<file path="config.mk">
export PLATFORM = sky130hd
export DESIGN_NAME = multicycle_control
export DESIGN_NICKNAME = d
export VERILOG_FILES = /design/src/rtl/multicycle_control.sv
export SDC_FILE = /design/constraint.sdc
export NUM_CORES = 1
export LEC_CHECK = 0
export BUFFER_PORTS_ARGS = -buffer_cell sky130_fd_sc_hd__buf_2
export CAP_MARGIN = 15
export CORE_MARGIN = 5
export CORE_UTILIZATION = 35
export DETAILED_ROUTE_END_ITERATION = 10
export PLACE_DENSITY = 0.63
export SLEW_MARGIN = 10
export SYNTH_ARGS = -nofsm -noshare
export SYNTH_HDL_FRONTEND = slang
export SYNTH_SLANG_ARGS = --single-unit
</file>
<file path="constraint.sdc">
create_clock -name clk_i -period 1.4 [get_ports clk_i]
set_input_delay 0.21 -clock clk_i [delete_from_list [all_inputs] [get_ports clk_i]]
set_output_delay 0.21 -clock clk_i [all_outputs]
set_load 0.005 [all_outputs]
</file>
<file path="src/rtl/multicycle_control.sv">
// -----------------------------------------------------------------------------
// multicycle_control
//   Sequential control unit for a multicycle MIPS datapath sharing a single
//   instruction/data memory. A Moore FSM walks FETCH / DECODE / EXEC / MEM / WB
//   for every instruction. The memory handshake (mem_ready_i) qualifies the
//   IR/PC write strobes in FETCH and the exits from FETCH and MEM. A consecutive
//   not-ready counter moves the FSM into a sticky HALT (bus error) when memory
//   never answers.
//
// Optional feature macro: MULTICYCLE_CONTROL_JUMP_EN
//   Defined  : J (0x02) / JAL (0x03) are legal, use a JUMP state, and the
//              pc_source_o / link_o ports exist.
//   Undefined: J / JAL are illegal opcodes like any other unsupported one.
//
// Parameters
//   ALUOP_W      ALU op width (>=3); bits above [2:0] are always 0
//   MEM_TIMEOUT  not-ready cycles tolerated before bus error (1..255)
//
// Ports
//   clk_i          system clock, rising edge
//   rst_ni         asynchronous active-low reset; all outputs 0 while low
//   op_i           IR[31:26], valid from DECODE onward
//   mem_ready_i    memory completes the current access this cycle
//   pc_write_o     PC <= ALU result
//   pc_write_eq_o  PC <= branch target if ALU zero
//   pc_write_ne_o  PC <= branch target if ALU not zero
//   ir_write_o     IR <= memory data
//   i_or_d_o       0 = address from PC, 1 = from ALUOut
//   mem_read_o     memory read request
//   mem_write_o    memory write request
//   reg_dst_o      1 = rd, 0 = rt
//   mem_to_reg_o   write-back source: 1 = MDR, 0 = ALUOut
//   reg_write_o    register file write enable
//   alu_src_a_o    0 = PC, 1 = rs
//   alu_src_b_o    0 = rt, 1 = 4, 2 = sign-ext imm, 3 = imm<<2
//   alu_op_o       1 ADD, 2 AND, 3 OR, 4 LUI, 5 SUB, 7 R-type
//   illegal_op_o   one-cycle pulse on an unsupported opcode in DECODE
//   bus_error_o    sticky memory timeout flag; FSM halted
//   instr_done_o   one-cycle pulse on the last cycle of each instruction
//   pc_source_o    (jump build only) 2 = jump target during JUMP
//   link_o         (jump build only) write PC to $31 for JAL
// -----------------------------------------------------------------------------
module multicycle_control #(
  parameter int ALUOP_W     = 3,
  parameter int MEM_TIMEOUT = 15
) (
  input  logic               clk_i,
  input  logic               rst_ni,
  input  logic [5:0]         op_i,
  input  logic               mem_ready_i,
  output logic               pc_write_o,
  output logic               pc_write_eq_o,
  output logic               pc_write_ne_o,
  output logic               ir_write_o,
  output logic               i_or_d_o,
  output logic               mem_read_o,
  output logic               mem_write_o,
  output logic               reg_dst_o,
  output logic               mem_to_reg_o,
  output logic               reg_write_o,
  output logic               alu_src_a_o,
  output logic [1:0]         alu_src_b_o,
  output logic [ALUOP_W-1:0] alu_op_o,
  output logic               illegal_op_o,
  output logic               bus_error_o,
  output logic               instr_done_o
`ifdef MULTICYCLE_CONTROL_JUMP_EN
  ,
  output logic [1:0]         pc_source_o,
  output logic               link_o
`endif
);

  localparam logic [2:0] S_FETCH  = 3'd0;
  localparam logic [2:0] S_DECODE = 3'd1;
  localparam logic [2:0] S_EXEC   = 3'd2;
  localparam logic [2:0] S_MEM    = 3'd3;
  localparam logic [2:0] S_WB     = 3'd4;
  localparam logic [2:0] S_HALT   = 3'd5;
`ifdef MULTICYCLE_CONTROL_JUMP_EN
  localparam logic [2:0] S_JUMP   = 3'd6;
  localparam logic [5:0] OP_J     = 6'h02;
  localparam logic [5:0] OP_JAL   = 6'h03;
`endif

  localparam logic [5:0] OP_R    = 6'h00;
  localparam logic [5:0] OP_BEQ  = 6'h04;
  localparam logic [5:0] OP_BNE  = 6'h05;
  localparam logic [5:0] OP_ADDI = 6'h08;
  localparam logic [5:0] OP_ANDI = 6'h0c;
  localparam logic [5:0] OP_ORI  = 6'h0d;
  localparam logic [5:0] OP_LUI  = 6'h0f;
  localparam logic [5:0] OP_LW   = 6'h23;
  localparam logic [5:0] OP_SW   = 6'h2b;

  localparam logic [2:0] ALU_ADD = 3'd1;
  localparam logic [2:0] ALU_AND = 3'd2;
  localparam logic [2:0] ALU_OR  = 3'd3;
  localparam logic [2:0] ALU_LUI = 3'd4;
  localparam logic [2:0] ALU_SUB = 3'd5;
  localparam logic [2:0] ALU_R   = 3'd7;

  localparam logic [7:0] STALL_LAST = 8'(MEM_TIMEOUT - 1);

  logic [2:0] state_q, state_d;
  logic [5:0] op_q, op_d;
  logic [7:0] stall_q, stall_d;
  logic       bus_error_q, bus_error_d;
  logic [2:0] aluOp3;

  // Next-state and output decode. Everything sits under rst_ni so that all
  // strobes fall to 0 combinationally the moment reset is asserted, even
  // though the state register itself resets to FETCH.
  always_comb begin
    state_d       = state_q;
    op_d          = op_q;
    stall_d       = '0;
    bus_error_d   = bus_error_q;
    aluOp3        = 3'd0;
    pc_write_o    = 1'b0;
    pc_write_eq_o = 1'b0;
    pc_write_ne_o = 1'b0;
    ir_write_o    = 1'b0;
    i_or_d_o      = 1'b0;
    mem_read_o    = 1'b0;
    mem_write_o   = 1'b0;
    reg_dst_o     = 1'b0;
    mem_to_reg_o  = 1'b0;
    reg_write_o   = 1'b0;
    alu_src_a_o   = 1'b0;
    alu_src_b_o   = 2'd0;
    illegal_op_o  = 1'b0;
    instr_done_o  = 1'b0;
    bus_error_o   = 1'b0;
`ifdef MULTICYCLE_CONTROL_JUMP_EN
    pc_source_o   = 2'd0;
    link_o        = 1'b0;
`endif
    if (rst_ni) begin
      bus_error_o = bus_error_q;
      case (state_q)
        S_FETCH: begin
          mem_read_o  = 1'b1;
          alu_src_b_o = 2'd1;
          aluOp3      = ALU_ADD;
          if (mem_ready_i) begin
            ir_write_o = 1'b1;
            pc_write_o = 1'b1;
            state_d    = S_DECODE;
          end else if (stall_q == STALL_LAST) begin
            bus_error_d = 1'b1;
            state_d     = S_HALT;
          end else begin
            stall_d = stall_q + 8'd1;
          end
        end
        S_DECODE: begin
          op_d        = op_i;
          alu_src_b_o = 2'd3;
          aluOp3      = ALU_ADD;
          if (op_i inside {OP_R, OP_ADDI, OP_ANDI, OP_ORI, OP_LUI,
                           OP_LW, OP_SW, OP_BEQ, OP_BNE}) begin
            state_d = S_EXEC;
`ifdef MULTICYCLE_CONTROL_JUMP_EN
          end else if (op_i == OP_J || op_i == OP_JAL) begin
            state_d = S_JUMP;
`endif
          end else begin
            illegal_op_o = 1'b1;
            instr_done_o = 1'b1;
            state_d      = S_FETCH;
          end
        end
        S_EXEC: begin
          alu_src_a_o = 1'b1;
          case (op_q)
            OP_R: begin
              aluOp3  = ALU_R;
              state_d = S_WB;
            end
            OP_ADDI, OP_ANDI, OP_ORI, OP_LUI: begin
              alu_src_b_o = 2'd2;
              aluOp3      = (op_q == OP_ADDI) ? ALU_ADD :
                            (op_q == OP_ANDI) ? ALU_AND :
                            (op_q == OP_ORI)  ? ALU_OR  : ALU_LUI;
              state_d     = S_WB;
            end
            OP_LW, OP_SW: begin
              alu_src_b_o = 2'd2;
              aluOp3      = ALU_ADD;
              state_d     = S_MEM;
            end
            OP_BEQ, OP_BNE: begin
              aluOp3        = ALU_SUB;
              pc_write_eq_o = (op_q == OP_BEQ);
              pc_write_ne_o = (op_q == OP_BNE);
              instr_done_o  = 1'b1;
              state_d       = S_FETCH;
            end
            default: state_d = S_FETCH;
          endcase
        end
        S_MEM: begin
          i_or_d_o    = 1'b1;
          mem_read_o  = (op_q == OP_LW);
          mem_write_o = (op_q != OP_LW);
          if (mem_ready_i) begin
            if (op_q == OP_LW) begin
              state_d = S_WB;
            end else begin
              instr_done_o = 1'b1;
              state_d      = S_FETCH;
            end
          end else if (stall_q == STALL_LAST) begin
            bus_error_d = 1'b1;
            state_d     = S_HALT;
          end else begin
            stall_d = stall_q + 8'd1;
          end
        end
        S_WB: begin
          reg_write_o  = 1'b1;
          instr_done_o = 1'b1;
          reg_dst_o    = (op_q == OP_R);
          mem_to_reg_o = (op_q == OP_LW);
          state_d      = S_FETCH;
        end
`ifdef MULTICYCLE_CONTROL_JUMP_EN
        S_JUMP: begin
          pc_write_o   = 1'b1;
          pc_source_o  = 2'd2;
          instr_done_o = 1'b1;
          reg_write_o  = (op_q == OP_JAL);
          link_o       = (op_q == OP_JAL);
          state_d      = S_FETCH;
        end
`endif
        S_HALT: state_d = S_HALT;
        default: state_d = S_FETCH;
      endcase
    end
    alu_op_o = ALUOP_W'(aluOp3);
  end

  // State, latched opcode, stall counter and sticky bus error.
  always_ff @(posedge clk_i or negedge rst_ni) begin
    if (!rst_ni) begin
      state_q     <= S_FETCH;
      op_q        <= 6'd0;
      stall_q     <= 8'd0;
      bus_error_q <= 1'b0;
    end else begin
      state_q     <= state_d;
      op_q        <= op_d;
      stall_q     <= stall_d;
      bus_error_q <= bus_error_d;
    end
  end

endmodule

</file>
# Word-level counts from Yosys, hierarchy flattened

Index checks and enable logic that the tools add are counted.

Flip-flop bits (word level): 18
Bits of input ports: 9
Output and inout port bits: 19
Word-level logic and storage cells: 94

Add/sub/neg operators: 1
Eq/ne operators: 23
Mux-type cells: 52
Bitwise gates (word level): 1
Reduce and logical (&&, ||, !) cells: 13

Operators by type and width:

| operator            | number |
|---|---|
| $eq 6x4->1 const B  | 8 |
| $mux 8              | 4 |
| $mux 1              | 30 |
| $eq 6x3->1 const B  | 4 |
| $eq 6x6->1 const B  | 4 |
| $mux 3              | 8 |
| $pmux 3 s5          | 1 |
| $logic_not 6->1     | 2 |
| $pmux 3 s2          | 2 |
| $pmux 3 s4          | 1 |
| $reduce_bool 9->1   | 1 |
| $add 8x1->8 const B | 1 |
| $eq 8x4->1 const B  | 1 |
| $reduce_or 2->1     | 4 |
| $eq 3x2->1 const B  | 2 |
| $eq 3x3->1 const B  | 2 |
| $mux 2              | 3 |
| $ne 6x6->1 const B  | 1 |
| $pmux 2 s3          | 1 |
| $reduce_or 6->1     | 1 |
| $reduce_or 5->1     | 1 |
| $pmux 1 s4          | 1 |
| $reduce_and 4->1    | 1 |
| $reduce_or 4->1     | 1 |
| 5 further kinds     | 5 |

# Depth between registers and ports, before layout

Word-level depth: 7
Mapped depth: 6
Mapped depth without buffers: 6

# Least setup slack after synthesis

OpenSTA, ideal clock, no wires.

Path type: register to output
Start: register op_q[0]
End: output alu_op_o[1]
Arrival: 1.294 ns
Required time: 1.190 ns
Path slack: -0.104 ns
Cell stages (with the launch flop): 4
Cells stage by stage: dfrtp_1 buf_2 or3_1 a2111oi_1

Longest elaborated chain between the ends: 7
Elaborated cells on any way between the ends: 18
Classes of those cells: eq/ne: 8; mux: 6; reduce/logical: 4

RTL lines:

| element                | line     | source |
|---|---|---|
| from (decl)            | 106      | `logic [5:0] op_q, op_d;` |
| from (signal assigned) | 254      | `op_q <= op_d;` |
| $eq 6x4->1             | 176, 185 |  |
| $mux 3                 | 185      | `(op_q == OP_ORI) ? ALU_OR : ALU_LUI;` |
| $mux 3                 | 184      | `(op_q == OP_ANDI) ? ALU_AND :` |
| $mux 3                 | 183      | `aluOp3 = (op_q == OP_ADDI) ? ALU_ADD :` |
| $pmux 3 s4 *           | 176      | `case (op_q)` |
| $pmux 3 s2 *           | 141      | `case (state_q)` |
| $mux 3 *               | 139      | `if (rst_ni) begin` |
| to (decl)              | 63       | `output logic [ALUOP_W-1:0] alu_op_o,` |

Mark *: on every way between the ends. The rest lies on a longest branch, timed or not.

# Worst setup path in the final report

Start: register op_q[0]
End: output alu_op_o[0]

The elaborated chain is that of the path after synthesis.

==> results.py <==
metrics = {
    "sta": {
        "drv_slew": 0,
        "setup_ws_ns": -0.5090,
        "clock_skew_ns": 0.002497,
        "fin_crit_sh_pct": 136.4,
        "setup_violations": 34,
        "rsz0062_at_grt": "yes",
        "timing.hold.ws_ns": 0.009077,
        "slew_headroom_pct": 71.23,
        "period_minus_slack_ns": 1.909,
        "max_freq_mhz": 523.8,
        "final_hold_viol_count": 0,
        "tightest_slew_ns": 0.4295,
    },
    "worst_setup_path": {
        "path_cells": "buf_6, a2111oi_2, a21oi_1, o32ai_2, buf_2",
        "critPathMaxFanout": 5,
        "cp.arrival_ns": 1.70,
        "cp_slowest_cell": "dfrtp_2",
        "end_kind": "primary output",
        "required_ns": 1.19,
        "cp_num_buf_inv": 2,
        "cp_top_family": "compound AO/OA/AOI/OAI gates",
        "startpoint_type": "register",
        "worstSetupPathType": "reg2out",
        "critPathMaxStageDelay_ns": 0.48,
    },
    "global_routing": {
        "grt_pass1_wl_um": 6706,
        "grt_max_degree": 18,
        "grtUsageTotal_pct": 16.64,
        "antenna_found_initial": 0,
        "first_global_vias": 1465,
        "globalRouteOverflowTotal": 0,
    },
    "pwr": {
        "vdd_drop_max_v": 0.0009196,
        "p_per_area_nw_per_um2": 1270,
        "p_leak_nw": 1.049,
    },
    "routing": {
        "vias": 1425,
        "drt_iter0_markers": 45,
        "top_layer": "met4",
        "via_per_inst": 5.297,
        "drt_wl_total_um": 4216,
        "wl_met1_um": 1779,
        "dr_wl_met2_um": 2201,
        "drt_pass1_iterations": 4,
        "antenna_left": 0,
        "drc": 0,
        "wl_per_cell_um": 15.67,
        "wl_met3_um": 137,
    },
    "finish": {
        "syn_to_final_growth_pct": 81.47,
        "stdcell_count": 269,
        "nFillCells": 254,
        "final_layout_size_suffix_gt1_share_pct": 65.02,
        "insertedDiodeCount": 0,
        "layout.nets": 235,
        "multi_input_area_sq_um": 1031,
        "regArea_sq_um": 457.9,
    },
    "synthesis": {
        "synthArstFlopShare_pct": 100.0,
        "seq_area_frac_synth_pct": 35.86,
        "synth.area.top_cells": "dfrtp_1 36%, mux2_2 5.4%, nor2_1 3.9%, nand2_1 3.6%, nor4b_1 3.5%",
        "synth_warnings": 0,
        "synthesis.nets": 155,
        "synth_top_area_share_pct": 35.86,
        "synth_edf_count": 0,
        "syn_area_sq_um": 1256,
        "yosys_most_used_dff": "dfrtp_1",
        "yosysUniqueCellTypes": 45,
        "avgSynthCellArea_sq_um": 8.724,
        "netlist_instances": 144,
        "ys_ff_latch": 18,
        "synth_top_cell_by_area": "dfrtp_1",
    },
    "floorplanning": {
        "num_io_pins": 28,
        "rows": 21,
        "initial_utilization_pct": 36.78,
        "core_sq_um": 3416,
        "die_area_sq_um": 4887,
        "die_x_um": 69.91,
        "fp.dieH_um": 69.91,
    },
    "clocking": {
        "cts_root_buffer": "clkbuf_4",
        "path_clk_slew_ns": 0.10,
        "htree_levels": 1,
        "cts.sinks": 18,
        "cts_made_buffers": 3,
        "clk_path_buf_depth": 2,
        "clock_latency_ns": 0.29,
        "cts_tree": "yes",
    },
    "place": {
        "pre_cts_ws_ns": -0.1998,
        "portBuffers": 27,
        "dp.final_hpwl_um": 2811,
        "gp_congestion": 0.8562,
        "place_inst": 240,
    },
    "hold_path": {
        "worstHoldPathType": "in2async",
    },
    "outcome": {
        "status": "finished, violations left",
        "violations": "setup timing",
    },
    "run": {
        "drv_cap": 0,
    },
}
## worst paths after layout
| path | from | endpoint | slack [ns] | depth (start not counted) |
|---|---|---|---|---|
| worst max-delay path | op_q[0] | alu_op_o[0] | -0.51 | 5 |
| worst min-delay path | rst_ni | stall_q[3] | 0.009 | 2 |
| worst max register to register | state_q[1] | op_q[5] | -0.10 | 5 |
| worst min register to register | bus_error_q | bus_error_q | 0.46 | 1 |
| max in group asynchronous | rst_ni | state_q[0] | 0.72 | 3 |
| min in group clk_i | op_i[4] | op_q[4] | 0.18 | 2 |
## cell usage in the layout (no fill, tap or decap), types with 5 or more instances in the layout
cell,Yosys,layout
nor2_1,13,6
nand2_1,12,9
buf_6,1,24
dfrtp_2,0,6
mux2_4,0,5
nor2_2,1,5
buf_4,1,38
xor2_1,5,5
dfrtp_1,18,12
buf_2,5,22
nand3_1,7,6
## cells by family after synthesis
family                     synth area share, %
muxes                                    6.175
buffers and inverters                    5.876
and+or+nand+nor                          32.47
xor gates and xnor gates                 4.183
adders and majority gates                1.992
AOI/OAI and AO/OA                        13.45
DFF                                      35.86
## final cells by class
type                    instances  share of cell area, %
flip-flops and latches         18                  20.09
clock buffers                   4                  1.592
well taps                      46                  2.525
inverters                       5                 0.9330
repair buffers                 85                  29.64
multi-input cells             111                  45.23
## power breakdown
group | internal, mW | leakage [nW] | switching, mW
clock network | 0.158 | 0.0210 | 0.154
registers | 0.630 | 0.229 | 0.201
logic | 0.979 | 0.798 | 0.773
## Yosys cell counts, types with 4 or more instances
master and count:
mux2_2 6, nor3_1 6, nand2_1 12, dfrtp_1 18, nand3_1 7, o21ai_0 4, a21oi_1 4, nor4b_1 5
nor2_1 13, inv_1 5, and2_1 5, nor2b_1 4, xor2_1 5, buf_2 5
## per-layer routing
metal,global-route usage (%),vias up
li1,-,681
met1,19.72,692
met2,30.75,42
met3,1.578,10
met4,6.170,0
met5,0,-
## state kept, by name (all words and copies together), names as in the netlist
| name | cells |
|---|---|
| bus_error_q | 1 |
| stall_q | 8 |
| state_q | 3 |
| op_q | 6 |
## stage by stage
step	utilization (%)	power (mW)	instance area (sq um)	setup TNS, ns
after global routing	66.74	3.050	2280	-9.076
after floorplan	-	1.412	1346	-0.05933
after global placement	50.44	1.825	1723	-2.946
after detailed placement	50.44	1.858	1723	-3.424
after CTS	61.32	2.546	2095	-6.323
final	66.74	2.895	2280	-6.508
## what timing repair did
action / in CTS / in global routing
setup buffers: 17 / 11
setup endpoints to repair: 36 / 36
hold buffers: 1 / 0
resized for setup: 55 / 31
pin swaps: 19 / 17
endpoints found under the hold margin: 3 / 0
(Power assumes the default switching activity.)
